==> config.mk <==
export PLATFORM = sky130hd
export DESIGN_NAME = mdu
export DESIGN_NICKNAME = d
export VERILOG_FILES = /design/src/rtl/mdu_pkg.sv /design/src/rtl/mdu_div.sv /design/src/rtl/mdu.sv
export SDC_FILE = /design/constraint.sdc
export NUM_CORES = 1
export LEC_CHECK = 0
export BUFFER_PORTS_ARGS = -buffer_cell sky130_fd_sc_hd__buf_2
export CAP_MARGIN = 15
export CORE_ASPECT_RATIO = 0.75
export CORE_MARGIN = 5
export CORE_UTILIZATION = 55
export CTS_CLUSTER_SIZE = 14
export DETAILED_ROUTE_END_ITERATION = 10
export PLACE_DENSITY = 0.75
export SYNTH_ARGS = -nofsm -noshare
export SYNTH_HDL_FRONTEND = slang
export SYNTH_SLANG_ARGS = --single-unit
==> constraint.sdc <==
create_clock -name clk -period 3.5 [get_ports clk]
set_input_delay 0.7 -clock clk [delete_from_list [all_inputs] [get_ports clk]]
set_output_delay 0.7 -clock clk [all_outputs]
set_load 0.01 [all_outputs]
==> src/rtl/mdu_pkg.sv <==
// Shared definitions for the iterative RV32M multiply/divide unit.
// The divider is only built when MDU_DIV_EN is defined.
package mdu_pkg;

  localparam logic [2:0] F3_MUL    = 3'b000;
  localparam logic [2:0] F3_MULH   = 3'b001;
  localparam logic [2:0] F3_MULHSU = 3'b010;
  localparam logic [2:0] F3_MULHU  = 3'b011;
  localparam logic [2:0] F3_DIV    = 3'b100;
  localparam logic [2:0] F3_DIVU   = 3'b101;
  localparam logic [2:0] F3_REM    = 3'b110;
  localparam logic [2:0] F3_REMU   = 3'b111;

  typedef enum logic [1:0] {
    IDLE,
    RUN,
    FIN
  } state_t;

  localparam logic [31:0] DIV_BY_ZERO_Q = 32'hFFFF_FFFF;

endpackage

==> src/rtl/mdu_div.sv <==
// Restoring-divide step core on unsigned magnitudes.
// One quotient bit per cycle while step is high; load seeds the registers.
module mdu_div #(
  parameter int unsigned XLEN = 32
) (
  input  logic            clk,
  input  logic            rst,
  input  logic            load,
  input  logic            step,
  input  logic [XLEN-1:0] dividend,
  input  logic [XLEN-1:0] divisor,
  output logic [XLEN-1:0] quotient,
  output logic [XLEN-1:0] remainder
);

  logic [XLEN-1:0] dsor;
  logic [XLEN:0]   shifted;
  logic [XLEN-1:0] sub;
  logic            fits;

  // The partial remainder stays below the divisor, so the XLEN-bit
  // difference is exact whenever the shifted value fits.
  always_comb begin
    shifted = {remainder, quotient[XLEN-1]};
    fits    = shifted >= {1'b0, dsor};
    sub     = shifted[XLEN-1:0] - dsor;
  end

  always_ff @(posedge clk) begin
    if (rst) begin
      quotient  <= '0;
      remainder <= '0;
      dsor      <= '0;
    end else if (load) begin
      quotient  <= dividend;
      remainder <= '0;
      dsor      <= divisor;
    end else if (step) begin
      remainder <= fits ? sub : shifted[XLEN-1:0];
      quotient  <= {quotient[XLEN-2:0], fits};
    end
  end

endmodule

==> src/rtl/mdu.sv <==
// Iterative RV32M multiply/divide unit: fixed 33-cycle latency per op.
// Define MDU_DIV_EN to build the divider; otherwise divide ops flag illegal.
module mdu
  import mdu_pkg::*;
#(
  parameter int unsigned XLEN = 32
) (
  input  logic            clk,
  input  logic            rst,
  input  logic            start,
  input  logic [2:0]      funct3,
  input  logic [XLEN-1:0] a,
  input  logic [XLEN-1:0] b,
  input  logic [4:0]      rd_in,
  output logic            busy,
  output logic            done,
  output logic [XLEN-1:0] result,
  output logic [4:0]      rd_out,
  output logic            illegal
);

  state_t            state, state_next;
  logic              load, step;
  logic [4:0]        cnt, rd_q;
  logic [2:0]        op;
  logic              neg_res, a_neg, b_neg;
  logic [XLEN-1:0]   mag_a, mag_b, mcand, addend, fin_result;
  logic [2*XLEN-1:0] prod, prod_s;
  logic [XLEN:0]     sum;

  always_comb begin
    a_neg = a[XLEN-1] && !(funct3 inside {F3_MULHU, F3_DIVU, F3_REMU});
    b_neg = b[XLEN-1] && (funct3 inside {F3_MUL, F3_MULH, F3_DIV, F3_REM});
    mag_a = a_neg ? -a : a;
    mag_b = b_neg ? -b : b;
  end

  always_ff @(posedge clk) begin
    if (rst) state <= IDLE;
    else     state <= state_next;
  end

  always_comb begin
    state_next = state;
    load       = 1'b0;
    step       = 1'b0;
    unique case (state)
      IDLE: if (start) begin
        load = 1'b1;
`ifdef MDU_DIV_EN
        state_next = RUN;
`else
        state_next = funct3[2] ? FIN : RUN;
`endif
      end
      RUN: begin
        step = 1'b1;
        if (cnt == 5'd31) state_next = FIN;
      end
      FIN:     state_next = IDLE;
      default: state_next = IDLE;
    endcase
  end

  // Shift-add: multiplier sits in the low half and is consumed LSB first.
  always_comb begin
    addend = prod[0] ? mcand : '0;
    sum    = {1'b0, prod[2*XLEN-1:XLEN]} + {1'b0, addend};
  end

  always_ff @(posedge clk) begin
    if (rst) begin
      op      <= '0;
      rd_q    <= '0;
      neg_res <= 1'b0;
      mcand   <= '0;
      prod    <= '0;
      cnt     <= '0;
    end else if (load) begin
      op      <= funct3;
      rd_q    <= rd_in;
      neg_res <= a_neg ^ b_neg;
      mcand   <= mag_a;
      prod    <= {{XLEN{1'b0}}, mag_b};
      cnt     <= '0;
    end else if (step) begin
      prod <= {sum, prod[XLEN-1:1]};
      cnt  <= cnt + 5'd1;
    end
  end

`ifdef MDU_DIV_EN
  logic            neg_rem, b_zero;
  logic [XLEN-1:0] quo, rem, q_s, r_s;

  mdu_div #(.XLEN(XLEN)) u_div (
    .clk      (clk),
    .rst      (rst),
    .load     (load),
    .step     (step),
    .dividend (mag_a),
    .divisor  (mag_b),
    .quotient (quo),
    .remainder(rem)
  );

  always_ff @(posedge clk) begin
    if (rst) begin
      neg_rem <= 1'b0;
      b_zero  <= 1'b0;
    end else if (load) begin
      neg_rem <= a_neg;
      b_zero  <= (b == '0);
    end
  end

  assign illegal = 1'b0;
`else
  always_ff @(posedge clk) begin
    if (rst) illegal <= 1'b0;
    else     illegal <= (state == FIN) && op[2];
  end
`endif

  // Divide-by-zero quotient is forced; the remainder's dividend sign
  // already reproduces a unchanged, and overflow falls out naturally.
  always_comb begin
    prod_s     = neg_res ? -prod : prod;
    fin_result = (op == F3_MUL) ? prod_s[XLEN-1:0] : prod_s[2*XLEN-1:XLEN];
`ifdef MDU_DIV_EN
    q_s = b_zero ? DIV_BY_ZERO_Q : (neg_res ? -quo : quo);
    r_s = neg_rem ? -rem : rem;
    if (op[2]) fin_result = op[1] ? r_s : q_s;
`else
    if (op[2]) fin_result = '0;
`endif
  end

  always_ff @(posedge clk) begin
    if (rst) begin
      busy   <= 1'b0;
      done   <= 1'b0;
      result <= '0;
      rd_out <= '0;
    end else begin
      done <= 1'b0;
      if (load) busy <= 1'b1;
      if (state == FIN) begin
        busy   <= 1'b0;
        done   <= 1'b1;
        result <= fin_result;
        rd_out <= rd_q;
      end
    end
  end

endmodule
==> qor.yml, run 1 <==
status: "finished, final reports clean"
antennaDiodeCount: 0
slew_viol_final: 0
stdcell_count: 1670
tightest_slew_ns: 0.9046
cts_tree: "built"
synth_ff_type: "dfxtp_1"
yosysSeqAreaShare: 0.3003
globalRouteOverflowTotal: 0
crit_fanout: 18
grt_usage: 0.2855
cts.reportedPaths.clkPinSlew_ns: 0.07
skew_ns: 0.01097
antenna_found_initial: 0
cts_setup_buffers: 0
postRouteAntennaNets: 0
cp.arrival_ns: 3.60
final.setup.worst_slack_ns: 0.2103
hold_violations: 0
min_delay_path_depth: 2
syn_nets: 1442
r2r_slack_ns: 0.21
vias: 10180
hp-class: "reg2reg"
synthDistinctLibCells: 67
h-tree-depth: 4
setup_viol: 0
crit_required_ns: 3.81
vias_per_cell: 6.093
synth_edf_count: 0
remaining_drc_errors: 0
min_to: "mcand[22]"
cts_buffer_depth: 2
clkSinkCount: 152
die_w_um: 166.7
finalNetCount: 1523
dp_hpwl_um: 23720
core.rowCount: 43
yosysTopAreaCell: "dfxtp_1"
worstReg2RegStart: "prod[0]"
hp-start: "mcand[22]"
startpoint_type: "register"
mostFrequentLayoutCells: "nand2_1 (197), dfxtp_1 (151), nor2_1 (119)"
worstSkewPairLatency_ns: 0.44
p_per_area_mw_per_mm2: 402.8
cp-end-kind: "register"
fillCellCount: 1635
syn_area_per_cell_um2: 7.625
worstReg2RegEnd: "prod[63]"
relSlewSlack: 0.3955
regArea_mm2: 0.003044
start_util: 0.5540
layout-drive-gt1-share: 0.1462
ys_ff_latch: 152
drt_pass1_iterations: 6
io_pins: 115
synth.top_cell.area_share: 0.3003
multi_input_area_mm2: 0.006711
wl_per_cell_um: 18.48
peakVddDrop_mv: 0.2790
die-area_mm2: 0.02127
ys_top_cells_by_area: "dfxtp_1 (30%), xor2_1 (7.6%), nand2_1 (7.3%), a21oi_1 (4.6%), ha_1 (4.6%)"
portBuffers: 114
grt_pass1_vias: 9158
gp_congestion: 0.9968
grt_max_degree: 63
maxCapViolations: 0
cts-root-buf: "clkbuf_16"
period_share: 0.9399
synthToLayoutAreaGrowth_pct: 14.08
wirelength_um: 30870
fp.dieH_um: 127.6
r2r_cells: 12
core_mm2: 0.01829
first_iter_violations: 1126
power_uw: 4656
grt_pass1_wl_um: 49080
syn_inst: 1329
synthesis.area_mm2: 0.01013
path_class: "reg2reg"
synthArstFlopShare: 0
final_common_cell: "nand2_1"
rsz0062_at_grt: "false"
fin_tns_setup_ns: 0
post-place-ws_ns: 0.2437
place_inst: 1638
cts-buffers-inserted: 17
min_period_ns: 3.290
fmax_ghz: 0.3040
yosysWarnings: 0
leakage_uw: 0.004720
-- sequential cells by signal (all words and copies together) (netlist names) --
name     count
busy         1
cnt          5
done         1
illegal      1
mcand       32
neg_res      1
op           3
prod        64
rd_out       5
rd_q         5
result      32
state        2
-- worst max-delay path by stage --
stage | start | to | slack, ns | cells after the start
after floorplan | prod[0] | prod[62] | 0.34 | 13
after global placement | prod[0] | prod[62] | 0.30 | 11
after detailed placement | prod[0] | prod[61] | 0.24 | 13
after CTS | prod[0] | prod[61] | 0.22 | 13
after global routing | prod[0] | prod[63] | 0.02 | 12
final | prod[0] | prod[63] | 0.21 | 12
-- per-stage QoR --
step / instance area, um2 / hold slack [ns] / util
after floorplan: 10130 / 0.4273 / -
after CTS: 11550 / 0.4538 / 0.6315
after detailed placement: 10980 / 0.4459 / 0.6001
after global routing: 11560 / 0.4774 / 0.6319
after global placement: 10980 / 0.4377 / 0.6001
final: 11560 / 0.4516 / 0.6319
-- cell type report --
type                    instances  share of cell area
multi-input cells            1068              0.5806
flip-flops and latches        152              0.2633
repair buffers                147             0.07187
clock buffers                  19             0.03918
well taps                     247             0.02673
clock inverters                13             0.01050
inverters                      24            0.007793
-- worst max-delay path, cell delays in order, from the launching register on --
cell and delay, ns:
dfxtp_1 0.52, buf_4 0.25, and2_1 0.27, ha_1 0.37, a21oi_1 0.34, o21bai_1 0.11, a21oi_1 0.15, nor2b_1 0.06
o21ai_0 0.15, nand2b_1 0.08, a2111oi_0 0.57, o31a_1 0.23, nor4_1 0.04
-- layer usage --
layer / global-route usage / vias up / wire, um
met4: 0.07167 / 0 / 426
met2: 0.3995 / 449 / 12440
met1: 0.4321 / 4724 / 14770
met3: 0.07733 / 34 / 3231
met5: 0 / - / 0
li1: - / 4968 / -
-- cells in the mapped netlist (all sizes together) (22+ instances only) --
| cell type | number |
|---|---|
| nand2 | 197 |
| dfxtp | 152 |
| nor2 | 120 |
| a21oi | 93 |
| xor2 | 88 |
| clkbuf | 74 |
| o21ai | 72 |
| xnor2 | 48 |
| and2 | 38 |
| ha | 37 |
| nand3 | 35 |
| a211oi | 34 |
| nor3 | 29 |
| o31ai | 28 |
| inv | 24 |
| o221ai | 22 |
-- repair_timing --
item,in CTS,in global routing
hold buffers,0,0
gates resized for setup,0,3
hold endpoints to repair,0,0
setup endpoints to repair,0,4
-- cell families (layout without fill, tap and decap cells) --
group,Yosys count,count (layout),synth area share
muxes,4,4,0.003951
DFF,152,152,0.3003
AOI/OAI and AO/OA,362,362,0.2406
adders and majority gates,38,38,0.04766
xor gates and xnor gates,136,136,0.1175
and+or+nand+nor,528,528,0.2494
buffers and inverters,109,203,0.04050
-- report_power, final --
part	internal, uW	total, uW	switching (uW)
Clock	1020	1800	780
Sequential	1830	1960	128
Combinational	340	899	559
(Power assumes the default switching activity.)
==> inputs of run 2 (changes only) <==
--- a/config.mk
+++ b/config.mk
@@ -5,6 +5,7 @@
 export SDC_FILE = /design/constraint.sdc
 export NUM_CORES = 1
 export LEC_CHECK = 0
+export ABC_AREA = 1
 export BUFFER_PORTS_ARGS = -buffer_cell sky130_fd_sc_hd__buf_2
 export CAP_MARGIN = 15
 export CORE_ASPECT_RATIO = 0.75
@@ -12,7 +13,7 @@
 export CORE_UTILIZATION = 55
 export CTS_CLUSTER_SIZE = 14
 export DETAILED_ROUTE_END_ITERATION = 10
-export PLACE_DENSITY = 0.75
+export PLACE_DENSITY = 0.74
 export SYNTH_ARGS = -nofsm -noshare
 export SYNTH_HDL_FRONTEND = slang
 export SYNTH_SLANG_ARGS = --single-unit
==> run 2 against run 1 <==
Combinational power rose by 81%. Clock-buffer cell count rose by 2. Utilization fell by 1.2 points. Flip-flop and latch count did not move. Area after synthesis rose by 22%. Sequential power rose by 4%. Critical endpoint is now prod[60]. Largest power group unchanged. Highest routed layer is now met5.
==> qor.yml, run 2 <==
highest_layer: "met5"
dp_hpwl_um: 34700
regMostFlops: "prod"
finalNetCount: 2347
core.rowCount: 47
synthesis.area_mm2: 0.01232
postRouteAntennaNets: 0
start_util: 0.5587
startpoint_type: "register"
fp.dieH_um: 139.6
die-area_mm2: 0.02553
grt_pass1_vias: 12450
h-tree-depth: 4
crit_required_ns: 3.84
wl_per_cell_um: 17.23
vias: 14220
yosysSeqAreaShare: 0.2470
core_mm2: 0.02205
maxCapViolations: 0
mostFrequentLayoutCells: "nand2_1 (689), inv_1 (257), nor2_1 (238)"
post-place-ws_ns: 0.9619
period_share: 0.7063
relSlewSlack: 0.3047
leakage_uw: 0.007022
largest_reg_flops: 64
yosys-top-cells-count: "nand2_1 (689), inv_1 (257), nor2_1 (240), nand3_1 (202), dfxtp_1 (152)"
slew_viol_final: 0
antennaDiodeCount: 0
dr_wl_met3_um: 5855
vias_per_cell: 5.594
min_period_ns: 2.472
cp-end-kind: "register"
r2r_slack_ns: 1.03
drt_pass1_iterations: 6
layout-drive-gt1-share: 0.1059
hp-class: "reg2reg"
wirelength_um: 43770
setup_viol: 0
synthArstFlopShare: 0
synth.top_cell.area_share: 0.2470
dpl_cell_area_mm2: 0.01307
yosysWarnings: 0
cts_setup_buffers: 0
io_pins: 115
top_regs: "prod (64), mcand (32), result (32)"
antenna_found_initial: 1
synth_edf_count: 0
place_inst: 2509
ys_ff_latch: 152
final.setup.worst_slack_ns: 1.028
p_per_area_mw_per_mm2: 407.7
portBuffers: 114
final_common_cell: "nand2_1"
cts.reportedPaths.clkPinSlew_ns: 0.07
cp.arrival_ns: 2.81
synthToLayoutAreaGrowth_pct: 10.95
first_iter_violations: 1792
wl_met1_um: 20340
status: "finished, final reports clean"
rsz0062_at_grt: "false"
ctsHoldBuffers: 0
syn_area_per_cell_um2: 5.725
crit_fanout: 34
path_class: "reg2reg"
cts_resized: 0
grt_usage: 0.3296
skew_ns: 0.01548
synth_ff_type: "dfxtp_1"
grt_max_degree: 48
postLayoutCellArea_mm2: 0.01367
worstSkewPairLatency_ns: 0.45
cts_buffer_depth: 2
cts_tree: "built"
globalRouteOverflowTotal: 0
fmax_ghz: 0.4045
cts-root-buf: "clkbuf_16"
yosysTopAreaCell: "dfxtp_1"
wl_met2_um: 16670
tightest_slew_ns: 1.042
peakVddDrop_mv: 0.3559
remaining_drc_errors: 0
syn_inst: 2152
gp_congestion: 0.9938
stdcell_count: 2541
ys_top_cells_by_area: "dfxtp_1 (25%), nand2_1 (21%), nand3_1 (8.2%), inv_1 (7.8%), nor2_1 (7.3%)"
die_w_um: 182.8
yosysMostFrequentCell: "nand2_1"
fin_tns_setup_ns: 0
syn_nets: 2265
cts-buffers-inserted: 17
synthDistinctLibCells: 50
grt_pass1_wl_um: 67360
hold_violations: 0
clkSinkCount: 152
run 2: cell count changes after synthesis, sizes merged, moves of 52 or more:
| cell | before | now |
|---|---|---|
| nor2 | 120 | 264 |
| o21ai | 72 | 156 |
| nand3 | 35 | 208 |
| xor2 | 88 | 32 |
| a21oi | 93 | 145 |
| inv | 24 | 271 |
| nand2 | 197 | 708 |
run 2: where the power goes:
group | total (uW) | internal [uW] | switching (uW)
Clock | 1920 | 1100 | 818
Sequential | 2030 | 1860 | 164
Combinational | 1630 | 502 | 1120
Total | 5570 | 3470 | 2110
run 2: through the flow:
stage | total power, uW | hold slack [ns] | utilization
2_1_floorplan | 3119 | 0.4259 | -
3_3_place_gp | 3602 | 0.4316 | 0.5926
3_5_place_dp | 3617 | 0.4381 | 0.5926
4_1_cts | 5530 | 0.4491 | 0.6199
5_1_grt | 5826 | 0.4683 | 0.6199
6_report | 5573 | 0.4509 | 0.6199
run 2: kinds of logic (layout without fill, tap and decap cells):
group	after synthesis	in the layout	synth area share
and+or+nand+nor	1243	1243	0.4300
xor gates and xnor gates	41	41	0.02915
buffers and inverters	344	439	0.1110
AOI/OAI and AO/OA	334	334	0.1437
DFF	152	152	0.2470
adders and majority gates	38	38	0.03920
run 2: metal layers:
layer | vias to the layer above | track usage
met2 | 775 | 0.4317
met1 | 6324 | 0.5123
li1 | 7048 | -
met3 | 66 | 0.1023
met4 | 2 | 0.08738
met5 | - | 0
run 2: worst paths after layout:
check | depth (start not counted) | from | to
worst max register to register | 16 | prod[0] | prod[60]
worst min-delay path | 2 | result[30] | result[30]
worst max-delay path | 16 | prod[0] | prod[60]
worst min register to register | 2 | result[30] | result[30]
run 2: area by class of cell:
class / instances / area [um2]
Clock inverter: 11 / 140.1
Fill cell: 2277 / 8383
Timing Repair Buffer: 132 / 705.7
Multi-Input combinational cell: 1656 / 7915
Inverter: 275 / 1036
Clock buffer: 21 / 460.4
Sequential cell: 152 / 3044
Tap cell: 294 / 367.9
run 2: critical path: stages, from the launching register on:
cell     delay, ns
dfxtp_1       0.31
buf_4         0.30
nand2_1       0.09
inv_1         0.10
ha_1          0.29
nand2_1       0.12
inv_1         0.06
a21oi_1       0.21
inv_1         0.07
nand2_1       0.06
nand2_1       0.08
a21oi_1       0.30
nand2_1       0.08
nand2_1       0.06
nand3_1       0.09
nand2_1       0.09
inv_1         0.04
